File: src/rtl/paddle_pos_decoder.sv
// Paddle position decoder: times the sense-line charge after vertical-sync discharge,
// clamps the step count to the playfield and emits position / direction strobes.
module paddle_pos_decoder #(
  parameter int unsigned PTO      = 128,
  parameter int unsigned POSINI   = 150,
  parameter int unsigned FLDTOP   = 42,
  parameter int unsigned FLDBOT   = 210,
  parameter int unsigned DEADBAND = 2
) (
  input  logic       clock,
  input  logic       reset,
  input  logic       i_padDWN,
  input  logic       i_padCTRL,
  output logic [7:0] o_padPos,
  output logic       o_valid,
  output logic       o_timeout,
  output logic       o_up,
  output logic       o_down
);

  localparam logic [7:0] PTO_V    = 8'(PTO);
  localparam logic [7:0] POSINI_V = 8'(POSINI);
  localparam logic [7:0] FLDTOP_V = 8'(FLDTOP);
  localparam logic [7:0] FLDBOT_V = 8'(FLDBOT);
  localparam logic signed [8:0] DEADBAND_V = 9'(DEADBAND);

  typedef enum logic [1:0] {IDLE, COUNT, DONE} state_t;

  state_t     state, state_nxt;
  logic [7:0] cont1, cont1_nxt;
  logic [7:0] contN, contN_nxt;
  logic       capture;
  logic       tmo;

  logic [7:0]        raw;
  logic [7:0]        pos;
  logic signed [8:0] diff_up;
  logic signed [8:0] diff_down;
  logic              up_hit;
  logic              down_hit;

  // Abort on discharge outranks a sense edge in the same cycle.
  always_comb begin
    state_nxt = state;
    cont1_nxt = cont1;
    contN_nxt = contN;
    capture   = 1'b0;
    tmo       = 1'b0;
    case (state)
      IDLE: begin
        cont1_nxt = '0;
        contN_nxt = '0;
        if (!i_padDWN) state_nxt = COUNT;
      end
      COUNT: begin
        if (i_padDWN) begin
          tmo       = 1'b1;
          state_nxt = IDLE;
          cont1_nxt = '0;
          contN_nxt = '0;
        end else if (i_padCTRL) begin
          capture   = 1'b1;
          state_nxt = DONE;
        end else if (cont1 == PTO_V) begin
          cont1_nxt = '0;
          if (contN == 8'hFF) begin
            tmo       = 1'b1;
            state_nxt = DONE;
          end else begin
            contN_nxt = contN + 8'd1;
          end
        end else begin
          cont1_nxt = cont1 + 8'd1;
        end
      end
      DONE: begin
        cont1_nxt = '0;
        contN_nxt = '0;
        if (i_padDWN) state_nxt = IDLE;
      end
      default: begin
        state_nxt = IDLE;
        cont1_nxt = '0;
        contN_nxt = '0;
      end
    endcase
  end

  always_comb begin
    raw = contN;
    if (raw < FLDTOP_V)      pos = FLDTOP_V;
    else if (raw > FLDBOT_V) pos = FLDBOT_V;
    else                     pos = raw;
    diff_up   = $signed({1'b0, o_padPos}) - $signed({1'b0, pos});
    diff_down = $signed({1'b0, pos}) - $signed({1'b0, o_padPos});
    up_hit    = diff_up > DEADBAND_V;
    down_hit  = diff_down > DEADBAND_V;
  end

  always_ff @(posedge clock) begin
    if (reset) begin
      state     <= IDLE;
      cont1     <= '0;
      contN     <= '0;
      o_padPos  <= POSINI_V;
      o_valid   <= 1'b0;
      o_timeout <= 1'b0;
      o_up      <= 1'b0;
      o_down    <= 1'b0;
    end else begin
      state     <= state_nxt;
      cont1     <= cont1_nxt;
      contN     <= contN_nxt;
      o_valid   <= capture;
      o_timeout <= tmo;
      o_up      <= capture & up_hit;
      o_down    <= capture & down_hit;
      if (capture) o_padPos <= pos;
    end
  end

endmodule

File: config.mk
export PLATFORM = sky130hd
export DESIGN_NAME = paddle_pos_decoder
export DESIGN_NICKNAME = d
export VERILOG_FILES = /design/src/rtl/paddle_pos_decoder.sv
export SDC_FILE = /design/constraint.sdc
export NUM_CORES = 1
export LEC_CHECK = 0
export CORE_ASPECT_RATIO = 1.4
export CORE_UTILIZATION = 53
export DETAILED_ROUTE_END_ITERATION = 10
export GPL_TIMING_DRIVEN = 0
export PLACE_DENSITY = 0.79
export SETUP_SLACK_MARGIN = 0.2
export SLEW_MARGIN = 30
export SYNTH_ARGS = -nofsm -noshare
export SYNTH_HDL_FRONTEND = slang
export SYNTH_SLANG_ARGS = --single-unit
File: constraint.sdc
create_clock -name clock -period 3 [get_ports clock]
set_clock_uncertainty 0.05 [all_clocks]
set_input_delay 0.3 -clock clock [delete_from_list [all_inputs] [get_ports clock]]
set_output_delay 0.3 -clock clock [all_outputs]
set_load 0.005 [all_outputs]
======== After elaboration in Yosys (flattened, before gate mapping) ========
Index checks and enable logic that the tools add are counted.
cells by class
  add/subtract/negate cells ............... 4
  $lt $le $gt $ge ......................... 4
  equal/unequal tests ..................... 8
  mux-type cells .......................... 17
  bitwise operators ....................... 5
  reductions and logical operators ........ 5
operators by type and width
  cell                                                           count
  two-way mux 8 bit                                              3
  greater-than comparator 9 x 3 -> 1 bit, second input constant  2
  subtractor 8 x 8 -> 9 bit                                      2
  adder 8 x 1 -> 8 bit, second input constant                    2
  equality test 8 bit, second input constant                     2
  two-way mux 2 bit                                              6
  greater-than comparator 8 bit, second input constant           1
  < comparator 8 x 6 -> 1 bit, second input constant             1
  != test 4 bit, second input constant                           2
  two-way mux 1 bit                                              7
  case mux 2 bit (3 select lines)                                1
  != test 2 bit, second input constant                           2
  AND reduction 4 bit                                            1
  inverter 1 bit                                                 3
  AND reduction 3 bit                                            1
  OR reduction 3 bit                                             1
  AND 1 bit                                                      2
  equality test 2 x 1 -> 1 bit, second input constant            1
  equality test 2 bit, second input constant                     1
  zero test 2 bit                                                1
  OR reduction 2 bit                                             1
word-level totals
  bits in registers ....................... 30
  input port bits ......................... 4
  output and inout bits ................... 12
  word-level logic and storage cells ...... 51

======== Logic depth before layout (Yosys ltp) ========
  depth after elaboration ................. 6
  gate-level depth with buffers ........... 13

======== Worst setup path after synthesis ========
Ideal clock, no wire load.
  kind .................................... reg-to-reg
  start ................................... register contN[1]
  end ..................................... register o_up
  data arrival time ....................... 2756 ps
  required time ........................... 2815 ps
  slack ................................... 59 ps
  cell stages (with the launch flop) ...... 14
  buffers on the path ..................... 0
  clock period less this slack ............ 2941 ps
  cell sequence ........................... dfxtp_1 a211o_1 a21oi_1 a2bb2oi_1 nand2_1 inv_1 ha_1 inv_1 fa_1 a21o_1 a21oi_2 mux2_1 nor4_1 a2111oi_2
on the way
  longest elaborated chain between the ends .. 6
RTL lines
  what                                      line  text
  from (decl)                               31    logic [7:0] contN, contN_nxt;
  from (signal assigned)                    113   contN <= contN_nxt;
  greater-than comparator 8 bit             92    else if (raw > FLDBOT_V) pos = FLDBOT_V;
  two-way mux 8 bit                         92
  two-way mux 8 bit *                       91    if (raw < FLDTOP_V) pos = FLDTOP_V;
  net pos[0]                                36    logic [7:0] pos;
  subtractor 8 x 8 -> 9 bit *               94    diff_up = $signed({1'b0, o_padPos}) - $signed({1'b0, pos});
  greater-than comparator 9 x 3 -> 1 bit *  96    up_hit = diff_up > DEADBAND_V;
  AND 1 bit *                               116   o_up <= capture & up_hit;
  to (signal assigned)                      116
  to (decl)                                 17    output logic o_up,
Mark *: on every way through the listed nets, which the timed path passes. The rest lies on a longest branch.
A chain may end at the register's enable or synchronous reset.

======== Worst setup path after layout ========
  start ................................... register contN[3]
  end ..................................... register o_up
The elaborated chain is that of the path after synthesis.

==> qor.yml <==
run_status:
  status: "finished, final reports clean"
grt:
  grt_use_met3: 0.0417
  grt_pass1_vias: 1942
  grt_most_used_layer: "met2"
  grt_use_met2: 0.469
  grt_max_degree: 11
  gr-usage-met1: 0.238
  grt_pass1_wl_um: 8450
  antenna_found_initial: 0
  grt_overflow: 0
  grt_usage: 0.249
timing:
  finalMaxSlewViolations: 0
  period_share: 0.963
  slew_headroom: 0.670
  worstMarginPinSlew_ns: 0.495
  setup_violations: 0
  fin_crit_ns: 2.89
  max_freq_mhz: 346
  fin_ws_ns: 0.112
  hold_viol: 0
  rsz0062_at_grt: "true"
  holdWs_ns: 0.288
logic_synthesis:
  ys_ff_latch: 30
  muxShareOfSynthArea: 0.0150
  synth_top_family_by_area: "simple AND/OR/NAND/NOR gates"
  avgSynthCellArea_um2: 8.11
  synth_area_leaders: "dfxtp_1, ha_1, a21oi_1"
  synth-simple-area-share: 0.222
  ys_types: 55
  synth_xor_area_frac: 0.0725
  synthTopCellsByCount: "dfxtp_1, inv_1, nor2_1"
  syn_area_um2: 2170
  ys_seq_area_frac: 0.276
  synth_top_area_cell: "dfxtp_1"
  synth-adder-area-share: 0.128
  syn_inst: 268
  ys_async_sr_fraction: 0
  yosysWarnings: 0
  synth_compound_area_frac: 0.199
  synth_most_common_cell: "dfxtp_1"
  synthesis.nets: 293
  synthFlopType: "dfxtp_1"
  synth_top_area_frac: 0.276
  synth_edf_count: 0
power_and_ir_drop:
  p_per_area_nw_per_um2: 327
  vdd_drop_max_mv: 0.419
  swShare: 0.228
  pwr-share-seq: 0.458
  clkPwrFrac: 0.449
  p_leak_nw: 1.11
  p_switching_mw: 0.202
  finalPower_mw: 0.885
  pwr-share-comb: 0.093
  p_int_mw: 0.683
drt:
  drc: 0
  vias_per_cell: 5.76
  vias: 2000
  drt_iter0_markers: 107
  wirelength_um: 5270
  drt.antenna.violating_nets: 0
  wl_per_cell_um: 15.2
  first_pass_iters: 4
cells_and_area:
  diodes: 0
  synthToLayoutAreaGrowth_pct: 24.5
  drive_gt1_frac: 0.234
  fin_nets: 328
  fin_util: 0.690
  final_area_um2: 2710
setup_path:
  cp-start-kind: "register"
  reg2reg_to: "o_up"
  arrival_ns: 3.00
  r2r_setup_slack_ns: 0.11
  regToRegStartpoint: "contN[3]"
  ff2ff_path_depth: 16
  worst_setup_path_end_kind: "register"
  cp.required_ns: 3.11
  cp_max_fo: 8
  worstSetupPathType: "reg -> reg"
placement:
  port_buffers: 14
  preCtsSetupSlack_ns: -0.0691
  gp_congestion: 0.870
  place_hpwl_um: 3660
  dpl_cell_area_um2: 2380
worst_hold_path:
  hold_start: "i_padCTRL"
  hp-class: "in -> reg"
  hold_depth: 3
  worstHoldEndpoint: "cont1[1]"
clock_network:
  cts_root_buf: "clkbuf_8"
  tritoncts: "built"
  clock_sinks: 30
  clk_pin_slew_ns: 0.07
  clock_path_buffers: 2
  clkLatencyLatePin_ns: 0.29
  cts-buffers-inserted: 5
  cts_max_level: 2
floorplanning:
  die_h_um: 77.8
  rows: 27
  die_x_um: 56.1
  fp.dieArea_um2: 4360
  start_util: 0.555
  core_area_um2: 3920
  boundaryPins: 16
flow_run:
  drv_cap: 0
-- flip-flops by register name, indices dropped and copies added, names as in the netlist --
register / count
o_padPos: 8
o_valid: 1
o_down: 1
o_up: 1
contN: 8
cont1: 8
o_timeout: 1
state: 2
-- layout by cell type (no fill, tap or decap), types with 4 or more instances in the layout --
cell	instances
xnor2_1	7
inv_1	22
buf_4	15
nor3_1	6
clkbuf_8	5
o21ai_0	10
buf_2	6
clkdlybuf4s50_1	14
nand3b_1	4
nand2_1	11
xor2_1	9
clkbuf_1	4
a21oi_1	20
nand3_1	6
nand4_1	7
ha_1	17
a21oi_2	4
inv_2	5
dfxtp_1	26
nor2_1	24
and2_1	4
-- critical path, cell delays in order (launching register included) --
cell,delay [ns]
dfxtp_4,0.37
a211o_1,0.30
a21oi_2,0.18
a2bb2oi_2,0.18
nand2_2,0.09
inv_2,0.08
ha_4,0.13
inv_2,0.04
fa_2,0.37
a21o_1,0.19
a21oi_2,0.19
buf_4,0.14
buf_4,0.09
buf_4,0.09
o21ai_1,0.08
a21oi_2,0.15
a2111oi_2,0.05
-- layout make-up --
type / instances / area [µm²]
clock inverters: 3 / 40.0
fillers: 334 / 1210
clock buffers: 5 / 68.8
multi-input cells: 196 / 1490
plain buffers: 15 / 91.3
inverters: 27 / 101
flip-flops and latches: 30 / 613
repair buffers: 28 / 245
well taps: 43 / 53.8
-- routing by layer --
| layer | share of wire | vias to the layer above | wire length [µm] |
|---|---|---|---|
| li1 | - | 997 | - |
| met1 | 0.37 | 941 | 1960 |
| met2 | 0.57 | 43 | 2990 |
| met3 | 0.027 | 19 | 140 |
| met4 | 0.035 | 0 | 187 |
| met5 | 0 | - | 0 |
-- how the worst max path moves through the flow --
stage / end / start / cells past startpoint
6_report: o_up / contN[3] / 16
2_1_floorplan: o_up / contN[1] / 13
3_5_place_dp: o_up / contN[1] / 13
4_1_cts: o_up / contN[0] / 13
3_3_place_gp: o_up / contN[2] / 13
5_1_grt: o_up / contN[3] / 13
-- power by group through the flow --
stage / clock network (mW) / logic, mW / registers, mW
floorplan: 0 / 0.0512 / 0.416
global placement: 0 / 0.0715 / 0.417
detailed placement: 0 / 0.0730 / 0.417
CTS: 0.405 / 0.0788 / 0.406
global route: 0.423 / 0.0894 / 0.406
finish: 0.397 / 0.0823 / 0.406
-- what timing repair did --
action	CTS	global route
resized for setup	24	11
hold buffers	0	0
setup buffers	11	3
setup endpoints to repair	2	2
pin swaps	13	13
-- stage by stage --
stage          TNS [ns]  std cells
4_1_cts               0        344
3_3_place_gp          0        325
3_5_place_dp    -0.0691        325
5_1_grt               0        347
2_1_floorplan         0        268
6_report              0        347
-- cells by family (layout without fill, tap and decap cells) --
family                     Yosys count  after routing
and+or+nand+nor                     88             88
AOI/OAI and AO/OA                   66             66
buffers and inverters               42             78
DFF                                 30             30
adders and majority gates           21             21
xor gates and xnor gates            18             18
muxes                                3              3
Power figures use the tool's default switching activity.
